$ cat src/rtl/mux4_rr_arbiter_pkg.sv
// Shared types and constants for the 4-requester round-robin arbiter that drives
// the select pair of the 4-to-1 buffered mux.
package mux4_rr_arbiter_pkg;

  typedef enum logic {
    ST_IDLE  = 1'b0,
    ST_GRANT = 1'b1
  } state_t;

  localparam logic [1:0] SEL_D1 = 2'b00;
  localparam logic [1:0] SEL_D2 = 2'b01;
  localparam logic [1:0] SEL_D3 = 2'b10;
  localparam logic [1:0] SEL_D4 = 2'b11;

  localparam int REQ_N = 4;

  function automatic logic [REQ_N-1:0] idx_onehot(input logic [1:0] idx);
    return 4'b0001 << idx;
  endfunction

endpackage

$ cat src/rtl/mux4_rr_arbiter_if.sv
// Request/grant/select bundle between the requesters (master) and the arbiter (slave).
// Handshake: a requester holds req[k] high for as long as it wants the mux; it owns
// the mux output in every cycle where gnt[k] is high, and gnt is never multi-hot.
interface mux4_rr_arbiter_if;
  import mux4_rr_arbiter_pkg::*;

  logic [REQ_N-1:0] req;
  logic [REQ_N-1:0] gnt;
  logic             I0;
  logic             I1;
  logic             busy;
  logic [1:0]       ptr;
  state_t           st;

  modport master (
    output req,
    input  gnt, I0, I1, busy, ptr, st
  );

  modport slave (
    input  req,
    output gnt, I0, I1, busy, ptr, st
  );

endinterface

$ cat src/rtl/mux4_rr_arbiter_rr_pick4.sv
// Combinational rotate-priority picker: first set bit of (req & ~excl) scanning
// upward from i_start with wrap-around.
module rr_pick4
  import mux4_rr_arbiter_pkg::*;
(
  input  logic [REQ_N-1:0] i_req,
  input  logic [1:0]       i_start,
  input  logic [REQ_N-1:0] i_excl,
  output logic             o_found,
  output logic [1:0]       o_idx
);

  logic [REQ_N-1:0] w_cand;
  logic [1:0]       w_k;

  assign w_cand = i_req & ~i_excl;

  // Scan farthest offset first so the nearest candidate to i_start wins.
  always_comb begin
    o_found = 1'b0;
    o_idx   = i_start;
    w_k     = i_start;
    for (int i = REQ_N - 1; i >= 0; i--) begin
      w_k = i_start + 2'(i);
      if (w_cand[w_k]) begin
        o_found = 1'b1;
        o_idx   = w_k;
      end
    end
  end

endmodule

$ cat src/rtl/mux4_rr_arbiter.sv
// Round-robin arbiter for the 4-to-1 mux: one owner at a time, bounded by MAX_BURST
// cycles while others wait, with registered grant and select outputs.
module mux4_rr_arbiter
  import mux4_rr_arbiter_pkg::*;
#(
  parameter int unsigned MAX_BURST = 4
)(
  input  logic              clk,
  input  logic              rst,
  mux4_rr_arbiter_if.slave  bus
);

  localparam logic [7:0] BURST = 8'(MAX_BURST);

  state_t           r_state;
  logic [1:0]       r_ptr;
  logic [7:0]       r_cnt;
  logic [REQ_N-1:0] r_gnt;
  logic [1:0]       r_sel;
  logic             r_busy;

  logic [REQ_N-1:0] w_excl;
  logic [1:0]       w_start;
  logic             w_found;
  logic [1:0]       w_idx;
  logic             w_own_req;

  // While granted, ptr is the owner; excluding it makes the picker yield the next
  // requester in rotation, so one picker serves both IDLE entry and handoff.
  assign w_excl    = (r_state == ST_GRANT) ? idx_onehot(r_ptr) : '0;
  assign w_start   = r_ptr + 2'd1;
  assign w_own_req = bus.req[r_ptr];

  rr_pick4 u_pick (
    .i_req   (bus.req),
    .i_start (w_start),
    .i_excl  (w_excl),
    .o_found (w_found),
    .o_idx   (w_idx)
  );

  always_ff @(posedge clk or posedge rst) begin
    if (rst) begin
      r_state <= ST_IDLE;
      r_ptr   <= 2'd3;
      r_cnt   <= 8'd0;
      r_gnt   <= '0;
      r_sel   <= SEL_D1;
      r_busy  <= 1'b0;
    end else begin
      case (r_state)
        ST_IDLE: begin
          if (w_found) begin
            r_state <= ST_GRANT;
            r_ptr   <= w_idx;
            r_sel   <= w_idx;
            r_gnt   <= idx_onehot(w_idx);
            r_busy  <= 1'b1;
            r_cnt   <= 8'd1;
          end
        end
        ST_GRANT: begin
          if (w_own_req && (r_cnt < BURST)) begin
            r_cnt <= r_cnt + 8'd1;
          end else if (w_found) begin
            r_ptr <= w_idx;
            r_sel <= w_idx;
            r_gnt <= idx_onehot(w_idx);
            r_cnt <= 8'd1;
          end else if (w_own_req) begin
            r_cnt <= 8'd1;
          end else begin
            // ptr and select keep the last owner so the mux output stays put.
            r_state <= ST_IDLE;
            r_gnt   <= '0;
            r_busy  <= 1'b0;
          end
        end
        default: r_state <= ST_IDLE;
      endcase
    end
  end

  assign bus.gnt  = r_gnt;
  assign bus.I0   = r_sel[0];
  assign bus.I1   = r_sel[1];
  assign bus.busy = r_busy;
  assign bus.ptr  = r_ptr;
  assign bus.st   = r_state;

endmodule

$ cat src/flat_wrapper.sv
// flat-port wrapper written by rule: the top's interface ports become plain ports
module mux4_rr_arbiter_flat import mux4_rr_arbiter_pkg::*;
#(
  parameter int unsigned MAX_BURST = 4
)
  (clk, rst, bus_req, bus_gnt, bus_I0, bus_I1, bus_busy, bus_ptr, bus_st);
  mux4_rr_arbiter_if bus_i ();
  input  logic clk;
  input  logic rst;
  input wire logic [$bits(bus_i.req)-1:0] bus_req;
  output wire logic [$bits(bus_i.gnt)-1:0] bus_gnt;
  output wire logic [$bits(bus_i.I0)-1:0] bus_I0;
  output wire logic [$bits(bus_i.I1)-1:0] bus_I1;
  output wire logic [$bits(bus_i.busy)-1:0] bus_busy;
  output wire logic [$bits(bus_i.ptr)-1:0] bus_ptr;
  output wire logic [$bits(bus_i.st)-1:0] bus_st;
  assign bus_i.req = bus_req;
  assign bus_gnt = bus_i.gnt;
  assign bus_I0 = bus_i.I0;
  assign bus_I1 = bus_i.I1;
  assign bus_busy = bus_i.busy;
  assign bus_ptr = bus_i.ptr;
  assign bus_st = bus_i.st;
  mux4_rr_arbiter #(.MAX_BURST(MAX_BURST)) u_core (.clk(clk), .rst(rst), .bus(bus_i));
endmodule
$ cat config.mk
export PLATFORM = sky130hd
export DESIGN_NAME = mux4_rr_arbiter_flat
export DESIGN_NICKNAME = d
export VERILOG_FILES = /design/src/rtl/mux4_rr_arbiter_pkg.sv /design/src/rtl/mux4_rr_arbiter_if.sv /design/src/rtl/mux4_rr_arbiter_rr_pick4.sv /design/src/rtl/mux4_rr_arbiter.sv /design/src/flat_wrapper.sv
export SDC_FILE = /design/constraint.sdc
export NUM_CORES = 1
export LEC_CHECK = 0
export ABC_AREA = 1
export CELL_PAD_IN_SITES_DETAIL_PLACEMENT = 1
export CELL_PAD_IN_SITES_GLOBAL_PLACEMENT = 2
export CORE_ASPECT_RATIO = 0.6
export CORE_MARGIN = 2
export CORE_UTILIZATION = 31
export CTS_CLUSTER_DIAMETER = 30
export DETAILED_ROUTE_END_ITERATION = 10
export HOLD_SLACK_MARGIN = 0.1
export PLACE_DENSITY_LB_ADDON = 0.3
export SLEW_MARGIN = 20
export SYNTH_ARGS = -nofsm -noshare
export SYNTH_HDL_FRONTEND = slang
export SYNTH_SLANG_ARGS = --single-unit
$ cat constraint.sdc
create_clock -name clk -period 3.6 [get_ports clk]
set_clock_uncertainty 0.1 [all_clocks]
set_input_delay 0.9 -clock clk [delete_from_list [all_inputs] [get_ports clk]]
set_output_delay 0.9 -clock clk [all_outputs]
set_load 0.02 [all_outputs]
==> metrics <==
total negative setup slack=0 ns; Worst setup EP type=register; maximum clock path buffer count=2; post-detailed-route DRC marker count=0; vertical extent of the die=52.37 um; initial standard-cell utilization of the core=32.66%; standard-cell row count=17; Inserted Clock Buffers=3; critical path type=register to register; core outline area=0.003701 mm^2; maximum clock rate=341.1 MHz; headroom to the max-slew limit=55.06%; Crit path required time=3.64 ns; Buffers on Ports=15; crit path max fanout=14; library cells used by synthesis=24; clock tree from TritonCTS=done; clock slew at reported path FFs=0.07 ns; width of the die=84.61 um; 1st-iter DRT viols=32; Critical Path Start Type=register; number of search-and-repair iterations in the first detailed-routing pass=4; routability congestion estimate=0.7787; netlist area before placement=0.001209 mm^2; crit path DAT=2.98 ns; library cell occupying the most area in the post-synthesis netlist=sky130_fd_sc_hd__dfrtp_1; number of sinks driven by the clock tree=18; synthesized netlist cell count=160; Antenna Nets Post-Route=0; mean routed wirelength per cell=12.53 um; outcome=completed; vias per cell=4.646; number of placed instances with taps included=219; maximum number of pins on one net before global-route repair=19; sum of routed wire length over all layers=2.794 mm; HPWL after DPL=2.272 mm; Root Driver=sky130_fd_sc_hd__clkbuf_8; net count of the finished layout=189; final count of pins violating max slew=0; proportion of netlist area held by the largest area contributor=33.13%; global-route wire length before repair=4.698 mm; unrepaired setup endpoints after global routing=no; fraction of final layout cells with drive strength greater than 1=15.91%; Overflow after GRT=0; sequential area share after synthesis=37.47%; post-layout minimum cycle time=2.932 ns; total of cells resized after clock tree synthesis=0; YS warnings=0; antenna cells=0; CTS hold repair buffers=0; Hold Crit Class=register to register; reported max-cap violation count=0; flip-flop and latch count after synthesis=18; Period Utilization, post-route=81.43%; mean instance size in the synthesized netlist=7.554 um^2; H-tree depth=1; post-CTS setup repair buffer count=0; num ports=16; slew at the pin closest to its max-slew limit=0.6733 ns; # setup viols final=0; final hold vios=0; total via count in the routed design=1036; initial antenna violation count=0; die area=0.004431 mm^2; number of non-filler instances in the completed layout=223; Register-to-Register Setup Slack=0.67 ns; GRT Resource Usage Total=13.66%; syn_nets=172; layout overhead on the synthesized area=19.05%; largest cells by area after synthesis=sky130_fd_sc_hd__dfrtp_1 33%, sky130_fd_sc_hd__nand2_1 18%, sky130_fd_sc_hd__ha_1 6.2%; source-to-sink clock delay at the later pin of the worst-skew pair=0.25 ns; number of global-route vias before repair=994
==> cell type report <==
class,instances,area (um^2)
tap,47,58.81
timing repair buffer,15,150.1
clock buffer,4,55.05
fill,473,2262
inverter,18,72.57
sequential,18,452.9
multi-input combinational,121,649.4
==> critical path, cell delays in order (launching register included) <==
cell                      delay, ns
sky130_fd_sc_hd__dfstp_2       0.70
sky130_fd_sc_hd__inv_4         0.14
sky130_fd_sc_hd__ha_1          0.42
sky130_fd_sc_hd__inv_1         0.13
sky130_fd_sc_hd__nand2_1       0.06
sky130_fd_sc_hd__nand2_1       0.14
sky130_fd_sc_hd__nand3_1       0.09
sky130_fd_sc_hd__nand2_1       0.12
sky130_fd_sc_hd__nor3b_4       0.32
sky130_fd_sc_hd__ha_1          0.24
sky130_fd_sc_hd__nor2_1        0.06
sky130_fd_sc_hd__nand2_1       0.08
sky130_fd_sc_hd__inv_1         0.07
sky130_fd_sc_hd__nand4_1       0.10
sky130_fd_sc_hd__nand2_1       0.05
==> cells in the final DEF, fill, tap and decap left out, types with 2 or more instances in the layout <==
cell type	count
sky130_fd_sc_hd__nand2_1	57
sky130_fd_sc_hd__dfrtp_1	16
sky130_fd_sc_hd__nand3_1	15
sky130_fd_sc_hd__inv_1	15
sky130_fd_sc_hd__clkdlybuf4s50_1	15
sky130_fd_sc_hd__o21ai_0	9
sky130_fd_sc_hd__nor2_1	8
sky130_fd_sc_hd__nand2_2	7
sky130_fd_sc_hd__ha_1	6
sky130_fd_sc_hd__nor2_2	5
sky130_fd_sc_hd__nand4_1	4
sky130_fd_sc_hd__clkbuf_8	4
sky130_fd_sc_hd__inv_4	2
sky130_fd_sc_hd__nand3_2	2
sky130_fd_sc_hd__nand2_4	2
sky130_fd_sc_hd__dfstp_2	2
==> routing by layer <==
layer	up-vias	routed length, um	part of all wire [%]	track usage [%]
li1	540	-	-	-
met1	478	1602	57	20.48
met2	18	1091	39	19.82
met3	0	100	3.6	3.937
met4	0	0	0	1.587
met5	-	0	0	0
==> flip-flops by register name, indices dropped and copies added, names as in the netlist <==
register / flops
u_core.bus.busy: 1
u_core.bus.gnt: 4
u_core.bus.ptr: 2
u_core.bus.st: 1
u_core.r_cnt: 8
u_core.r_sel: 2
==> cell usage after synthesis <==
cell type                   n
sky130_fd_sc_hd__buf_4      1
sky130_fd_sc_hd__buf_6      1
sky130_fd_sc_hd__buf_8      1
sky130_fd_sc_hd__clkinv_1   1
sky130_fd_sc_hd__dfrtp_1   16
sky130_fd_sc_hd__dfstp_2    2
sky130_fd_sc_hd__ha_1       6
sky130_fd_sc_hd__inv_1     15
sky130_fd_sc_hd__inv_4      2
sky130_fd_sc_hd__nand2_1   57
sky130_fd_sc_hd__nand2_2    7
sky130_fd_sc_hd__nand2_4    2
sky130_fd_sc_hd__nand3_1   15
sky130_fd_sc_hd__nand3_2    2
sky130_fd_sc_hd__nand3_4    1
sky130_fd_sc_hd__nand4_1    4
sky130_fd_sc_hd__nor2_1     8
sky130_fd_sc_hd__nor2_2     5
sky130_fd_sc_hd__nor3_2     1
sky130_fd_sc_hd__nor3b_4    1
sky130_fd_sc_hd__o21a_1     1
sky130_fd_sc_hd__o21ai_0    9
sky130_fd_sc_hd__o21bai_1   1
sky130_fd_sc_hd__or2_2      1
==> final timing paths <==
| path | start | to | cells past startpoint |
|---|---|---|---|
| setup / recovery | u_core.bus.ptr[0] | u_core.bus.gnt[0] | 14 |
| hold / removal | u_core.bus.gnt[0] | u_core.bus.gnt[0] | 2 |
| setup reg to reg | u_core.bus.ptr[0] | u_core.bus.gnt[0] | 14 |
| hold reg to reg | u_core.bus.gnt[0] | u_core.bus.gnt[0] | 2 |
| max in group asynchronous | rst | u_core.r_cnt[2] | 2 |
| min in group asynchronous | rst | u_core.bus.gnt[0] | 2 |
==> metrics by stage <==
stage / hold WS [ns] / worst slack, ns / area [um^2] / util, %
after floorplan: 0.3570 / 0.9086 / 1209 / -
after CTS: 0.4010 / 0.6543 / 1439 / 38.88
final: 0.3954 / 0.6684 / 1439 / 38.88
after detailed placement: 0.3702 / 0.6165 / 1384 / 37.39
after global placement: 0.3656 / 0.6939 / 1384 / 37.39
after global routing: 0.4139 / 0.3856 / 1439 / 38.88
==> cells by family after synthesis <==
kind of cell	count (synthesis)	share of synthesized area [%]
AO/OA/AOI/OAI	11	4.969
AND/OR/NAND/NOR	104	42.55
adder cells (fa/ha/maj)	6	6.211
buffers and inverters	21	8.798
flip-flops	18	37.47
Power is not shown: default switching activity piles up to over one toggle a cycle in this logic, so the estimate is an artifact.
